[config.mk]
export PLATFORM = sky130hd
export DESIGN_NAME = ifetch_line_buf
export DESIGN_NICKNAME = d
export VERILOG_FILES = /design/src/rtl/ifetch_line_buf.sv
export SDC_FILE = /design/constraint.sdc
export NUM_CORES = 2
export LEC_CHECK = 0
export CORE_MARGIN = 2
export CORE_UTILIZATION = 55
export DETAILED_ROUTE_END_ITERATION = 8
export PLACE_DENSITY = 0.75
export SLEW_MARGIN = 5
export SYNTH_ARGS = -nofsm -noshare
export SYNTH_HDL_FRONTEND = slang
export SYNTH_SLANG_ARGS = --single-unit
[constraint.sdc]
create_clock -name clk -period 3.7 [get_ports clk]
set_clock_uncertainty 0.05 [all_clocks]
set_input_delay 0.74 -clock clk [delete_from_list [all_inputs] [get_ports clk]]
set_output_delay 0.74 -clock clk [all_outputs]
set_load 0.02 [all_outputs]
[src/rtl/ifetch_line_buf.sv]
// Single-line instruction fetch buffer: one 512-bit line, miss fill over an 8-beat bus.
// Ports: core fetch (fetch_valid/addr/ready, flush, inst_valid/inst), bus req (reqcyc/reqack/req/reqtag),
// bus resp (respcyc/respack/resp/resptag). Macro IFETCH_CRITICAL_WORD_EN enables early critical-word return.

`ifndef SYSBUS_READ
`define SYSBUS_READ 1'b1
`endif
`ifndef SYSBUS_MEMORY
`define SYSBUS_MEMORY 4'b0001
`endif

module ifetch_line_buf #(
    parameter int BUS_DATA_WIDTH = 64,
    parameter int BUS_TAG_WIDTH  = 13
) (
    input  logic                      clk,
    input  logic                      reset,
    input  logic                      fetch_valid,
    input  logic [63:0]               fetch_addr,
    output logic                      fetch_ready,
    input  logic                      flush,
    output logic                      inst_valid,
    output logic [31:0]               inst,
    output logic                      reqcyc,
    input  logic                      reqack,
    output logic [BUS_DATA_WIDTH-1:0] req,
    output logic [BUS_TAG_WIDTH-1:0]  reqtag,
    input  logic                      respcyc,
    output logic                      respack,
    input  logic [BUS_DATA_WIDTH-1:0] resp,
    input  logic [BUS_TAG_WIDTH-1:0]  resptag
);

    typedef enum logic [2:0] {IDLE, HIT, REQ, FILL, DONE} state_t;

    localparam logic [12:0] READ_TAG = {`SYSBUS_READ, `SYSBUS_MEMORY, 8'h00};

    state_t       state_q, state_d;
    logic [61:0]  addr_q, addr_d;
    logic [511:0] line_q, line_d;
    logic [57:0]  tag_q, tag_d;
    logic         valid_q, valid_d;
    logic [2:0]   cnt_q, cnt_d;
    logic         flushed_q, flushed_d;
    logic         inst_valid_q, inst_valid_d;
    logic [31:0]  inst_q, inst_d;

    logic [63:0]  beat;
    logic         flush_seen;
    logic         unused_ok;

    assign beat       = 64'(resp);
    assign flush_seen = flushed_q | flush;
    assign unused_ok  = ^{resptag, fetch_addr[1:0]};

    function automatic logic [31:0] pick(input logic [511:0] l,
                                         input logic [2:0] b,
                                         input logic w);
        pick = l[{b, w, 5'b0} +: 32];
    endfunction

    always_comb begin
        state_d      = state_q;
        addr_d       = addr_q;
        line_d       = line_q;
        tag_d        = tag_q;
        valid_d      = valid_q;
        cnt_d        = cnt_q;
        flushed_d    = flushed_q;
        inst_valid_d = 1'b0;
        inst_d       = inst_q;
        unique case (state_q)
            IDLE: begin
                if (flush) valid_d = 1'b0;
                if (fetch_valid) begin
                    addr_d    = fetch_addr[63:2];
                    flushed_d = 1'b0;
                    // A coincident flush forces a miss.
                    if (valid_q && !flush && tag_q == fetch_addr[63:6]) begin
                        state_d      = HIT;
                        inst_valid_d = 1'b1;
                        inst_d       = pick(line_q, fetch_addr[5:3], fetch_addr[2]);
                    end else begin
                        state_d = REQ;
                        // The line is about to be overwritten.
                        valid_d = 1'b0;
                    end
                end
            end
            HIT: begin
                if (flush) valid_d = 1'b0;
                state_d = IDLE;
            end
            REQ: begin
                if (flush) flushed_d = 1'b1;
                if (reqack) begin
                    state_d = FILL;
                    cnt_d   = 3'd0;
                end
            end
            FILL: begin
                if (flush) flushed_d = 1'b1;
                if (respcyc) begin
                    line_d[{cnt_q, 6'b0} +: 64] = beat;
                    cnt_d = cnt_q + 3'd1;
`ifdef IFETCH_CRITICAL_WORD_EN
                    if (cnt_q == addr_q[3:1] && !flush_seen) begin
                        inst_valid_d = 1'b1;
                        inst_d       = addr_q[0] ? beat[63:32] : beat[31:0];
                    end
`endif
                    if (cnt_q == 3'd7) begin
                        tag_d = addr_q[61:4];
                        if (flush_seen) begin
                            // Bus could not be aborted; discard the result.
                            state_d = IDLE;
                            valid_d = 1'b0;
                        end else begin
                            state_d = DONE;
                            valid_d = 1'b1;
`ifndef IFETCH_CRITICAL_WORD_EN
                            inst_valid_d = 1'b1;
                            inst_d       = pick(line_d, addr_q[3:1], addr_q[0]);
`endif
                        end
                    end
                end
            end
            DONE: begin
                if (flush) valid_d = 1'b0;
                state_d = IDLE;
            end
            default: state_d = IDLE;
        endcase
    end

    always_ff @(posedge clk or negedge reset) begin
        if (!reset) begin
            state_q      <= IDLE;
            addr_q       <= '0;
            line_q       <= '0;
            tag_q        <= '0;
            valid_q      <= 1'b0;
            cnt_q        <= 3'd0;
            flushed_q    <= 1'b0;
            inst_valid_q <= 1'b0;
            inst_q       <= '0;
        end else begin
            state_q      <= state_d;
            addr_q       <= addr_d;
            line_q       <= line_d;
            tag_q        <= tag_d;
            valid_q      <= valid_d;
            cnt_q        <= cnt_d;
            flushed_q    <= flushed_d;
            inst_valid_q <= inst_valid_d;
            inst_q       <= inst_d;
        end
    end

    assign fetch_ready = (state_q == IDLE);
    assign reqcyc      = (state_q == REQ);
    assign respack     = (state_q == FILL) & respcyc;
    assign req         = reqcyc ? BUS_DATA_WIDTH'({addr_q[61:4], 6'b0}) : '0;
    assign reqtag      = reqcyc ? BUS_TAG_WIDTH'(READ_TAG) : '0;
    assign inst_valid  = inst_valid_q;
    assign inst        = inst_q;

endmodule

==> results.txt <==
For this run, the leading register cell type out of synthesis is sky130_fd_sc_hd__dfrtp_1. The instance count of the mapped netlist is about 4000. The cell type with the largest total area after synthesis is sky130_fd_sc_hd__dfrtp_1. The maximum count of clock buffers along a single path is 3. The total power consumption of the routed design came out at ~36000 uW. The die span in x is approximately 270 um.

In this run the power spent charging and discharging nets is between 15000 and 20000 uW. Synthesis instantiated 85 different standard cells from the library. The via count of the routed design came out at ~35000.

The final routed DRC violation total came out at 0. The clock root buffer master is sky130_fd_sc_hd__clkbuf_16. After synthesis, the cell types taking the most area are sky130_fd_sc_hd__dfrtp_1 43%, sky130_fd_sc_hd__mux4_2 10%, sky130_fd_sc_hd__nand2_1 8.4%. On the critical path the largest part of the delay comes from buffers and inverters. Buffers inserted during clock tree synthesis total 75. The number of global-route vias before repair came out at 34400. The post-place instance area is 43000 sq um. Setup repair after global routing left no endpoint under its margin.

Of the synthesized area, sequential elements account for a little over two fifths. The total of max-cap violations came out at 0. Global routing used about two fifths of the available tracks across all layers. Prior to clock tree synthesis, the placed netlist has a worst setup slack of -0.160 ns.

The total detailed-routing wirelength came out at around 140 mm. Once layout is complete, the utilization of the core stands at between 60% and 70%. Data on the critical path arrives at its endpoint at ~2.9 ns. The cell type of the slowest stage on the worst timing path is sky130_fd_sc_hd__clkdlybuf4s50_1. On the worst path, the slowest cell contributes a delay of 0.65 ns. The post-detailed-route count of antenna-violating nets came out at 0.

The count of final setup violators came out at 0. The kind of path behind the tightest hold check is input pin to async pin. The initial core utilization is between 50% and 60%. The total overflow left after global routing is 0. The clock edge transition at the registers on the reported setup and hold paths came out at 0.06 ns. The post-route minimum period came out at 3.64 ns. The ratio of routed vias to standard cells came out at 6.84. The clock sink total came out at between 600 and 700. The setup path with the least slack is of type flop to output pin. The die height came out at 270 um.

The synthesized design devotes to its leading area cell type between 40 and 50% of total area. Counting both buffers and inverters, the worst setup path holds a total of 2. After synthesis the netlist holds a flip-flop and latch count of slightly below 700. The clock latency at the later pin of the worst-skew pair is 0.65 ns. The number of synthesized flops with an enable pin came out at 0. The total power divided by cell area came out at between 700 and 800 nW/um^2. The number of nets in the layout came out at about 4300.

The maximum number of pins on one net before global-route repair came out at between 80 and 90. Of the total power, the share spent switching nets is between 40% and 50%. The CTS tree is built. The HPWL after detailed placement is between 90 and 100 mm. The internal portion of total power came out at 20600 uW. The floorplan die area is 73100 sq um. The final setup slack of the worst path is around 0.064 ns. The transition time at the pin with the least slew margin is between 1 and 1.5 ns. The maximum level of the CTS H-tree came out at 3. The clock share of power came out at 21.5%. For this run, the top clock speed supported by timing is approximately 280 MHz. The placer's final routability congestion estimate came out at slightly below 1. At the worst endpoint, the required time is 2.91 ns. In this run, the number of DRC markers left after iteration 0 of detailed routing was around 4700. The biggest fanout along the worst timing path came out at 12. The area of the placeable core is about 70000 sq um. The proportion of register bits with asynchronous set or reset after synthesis came out at 100%. The hold violation total from the final report is 0.

The number of primary I/O pins is 260. The total setup buffers inserted after CTS is 0. The flow ran to the end, and the final reports show no timing, DRC or antenna violations.

The part of the cycle the worst path needs is ~100%. The post-synthesis area per instance is 9.77 sq um. The peak supply drop is 453 uV. Dividing the detail-routed wire length by the instance count gives around 28 um.

The total count of max-transition violations in the final report is 0. The number of fillers in the final layout came out at 5600. The relative contribution of combinational cells to total power is between 40% and 50%. The initial antenna violation count is 14. The number of standard-cell rows in the floorplan came out at a little under 100. The fraction of layout instances using a drive strength above 1 came out at 19.6%. The synthesized cell area came out at 39000 sq um. The final instance area came out at roughly 46000 sq um.

The worst setup path is captured at an output pin. The count of yosys warnings during synthesis came out at 0. The static leakage is 0.0193 uW. The quantity of I/O buffers inserted on ports is approximately 230. The number of optimization iterations in the first detailed-route pass is 9. The worst relative slew slack is a little under a tenth. The nature of the critical path startpoint is a flop. The wire length of the first global-routing pass is between 200 and 250 mm. Walking the worst path, the cells encountered are and3b_2 > nand2_1 > clkinv_1 > clkdlybuf4s50_1.

The area added between synthesis and finish came out at 16.8%. The fraction of power consumed by sequential logic is 32.9%.
-- layer usage --
layer | vias to the layer above | routed length [um] | track usage [%]
met5 | - | 54 | 0.197
met3 | 687 | 20100 | 12.5
met2 | 2612 | 61000 | 56.4
li1 | 14900 | - | -
met4 | 4 | 9460 | 22.2
met1 | 17000 | 52000 | 51.0
-- repair_timing --
item / 4_1_cts / 5_1_grt
gates resized for setup: 1 / 2
endpoints found under the setup margin: 6 / 12
hold buffers: 0 / 0
-- flip-flops by register name, indices dropped and copies added, names as in the netlist --
name,count
line_q,512
addr_q,62
tag_q,58
inst,32
cnt_q,3
state_q,3
flushed_q,1
inst_valid,1
valid_q,1
-- path summary, 6_finish.rpt --
| path | slack (ns) | cells after the start | endpoint | start |
|---|---|---|---|---|
| setup / recovery | 0.06 | 4 | respack | state_q[0] |
| hold / removal | 0.06 | 1 | addr_q[49] | reset |
| setup reg to reg | 0.15 | 11 | inst[8] | cnt_q[0] |
| hold reg to reg | 0.44 | 2 | addr_q[59] | addr_q[59] |
| max in group asynchronous | 2.56 | 2 | line_q[50] | reset |
| min in group clk | 0.44 | 2 | addr_q[59] | addr_q[59] |
-- worst reg2reg max path, delay by kind of cell (launching register included) --
family	cells	cell delay, ns
adder cells (fa/ha/maj)	2	0.56
buffers and inverters	3	0.83
AO/OA/AOI/OAI	3	0.52
AND/OR/NAND/NOR	3	1.16
flip-flops	1	0.36
-- final cells by class --
class	count	area [sq um]	area share (%)
well taps	940	1180	2.58
diodes	14	35.0	0.0769
clock inverters	27	299	0.656
multi-input cells	2898	20400	44.9
inverters	23	86.3	0.189
repair buffers	452	4480	9.83
flip-flops and latches	673	16800	37.0
clock buffers	111	2210	4.85
-- power by group through the flow --
stage	logic, uW	registers, uW	clock network (uW)
global placement	15300	11700	0
CTS	15600	11700	7720
finish	16300	11800	7680
global route	17100	12000	8020
detailed placement	15500	11800	0
floorplan	10200	11000	0
-- synth_stat cells (all sizes together) (6+ instances only) --
| cell | instances |
|---|---|
| nand2 | 877 |
| dfrtp | 673 |
| o21ai | 526 |
| clkbuf | 248 |
| mux2 | 236 |
| mux4 | 178 |
| buf | 169 |
| a21oi | 114 |
| a211oi | 92 |
| a221oi | 92 |
| nor2 | 92 |
| mux2i | 72 |
| and2 | 67 |
| nand3 | 60 |
| o211ai | 48 |
| nor3 | 32 |
| xnor2 | 32 |
| a221o | 31 |
| nor4 | 30 |
| a31oi | 29 |
| o22ai | 29 |
| o31ai | 24 |
| a22o | 22 |
| inv | 20 |
| nand4 | 20 |
| xor2 | 19 |
| a32o | 15 |
| or3 | 14 |
| nor2b | 13 |
| a22oi | 9 |
| a32oi | 9 |
| ha | 8 |
| a311oi | 7 |
| o311ai | 7 |
| o2bb2ai | 6 |
| or4 | 6 |
-- stage by stage --
stage / hold slack [ns] / TNS [ns] / cells
2_1_floorplan: 0.394 / 0 / 4011
3_3_place_gp: 0.423 / -0.280 / 4986
3_5_place_dp: 0.431 / -2.25 / 4986
4_1_cts: 0.125 / 0 / 5124
5_1_grt: 0.111 / 0 / 5131
6_report: 0.0594 / 0 / 5138
-- placed cells by master, fill, tap and decap left out, types with 19 or more instances in the layout --
master,synthesis,final
sky130_fd_sc_hd__nand2_1,875,866
sky130_fd_sc_hd__dfrtp_1,673,670
sky130_fd_sc_hd__o21ai_0,516,516
sky130_fd_sc_hd__mux2_2,236,236
sky130_fd_sc_hd__clkdlybuf4s50_1,0,222
sky130_fd_sc_hd__buf_4,35,183
sky130_fd_sc_hd__mux4_2,178,178
sky130_fd_sc_hd__a21oi_1,113,112
sky130_fd_sc_hd__a211oi_1,92,92
sky130_fd_sc_hd__a221oi_1,92,92
sky130_fd_sc_hd__nor2_1,90,90
sky130_fd_sc_hd__clkbuf_16,0,75
sky130_fd_sc_hd__mux2i_1,72,72
sky130_fd_sc_hd__and2_1,66,64
sky130_fd_sc_hd__nand3_1,60,59
sky130_fd_sc_hd__o211ai_1,48,48
sky130_fd_sc_hd__buf_12,0,41
sky130_fd_sc_hd__xnor2_1,32,32
sky130_fd_sc_hd__a221o_1,31,31
sky130_fd_sc_hd__nor4_1,29,29
sky130_fd_sc_hd__o22ai_1,29,29
sky130_fd_sc_hd__a31oi_1,29,29
sky130_fd_sc_hd__nor3_1,27,26
sky130_fd_sc_hd__a22o_1,22,22
sky130_fd_sc_hd__clkbuf_8,0,22
sky130_fd_sc_hd__nand4_1,20,20
sky130_fd_sc_hd__xor2_1,19,19
-- logic make-up after synthesis --
| kind of cell | share of synthesized area (%) |
|---|---|
| fa+ha+maj | 0.256 |
| buf+inv | 4.99 |
| compound gates | 17.8 |
| xor+xnor | 1.14 |
| mux | 18.9 |
| flops | 43.1 |
| simple gates | 13.7 |
| other cells | 0.00961 |
Note: power is estimated with default switching activity, not from simulation.
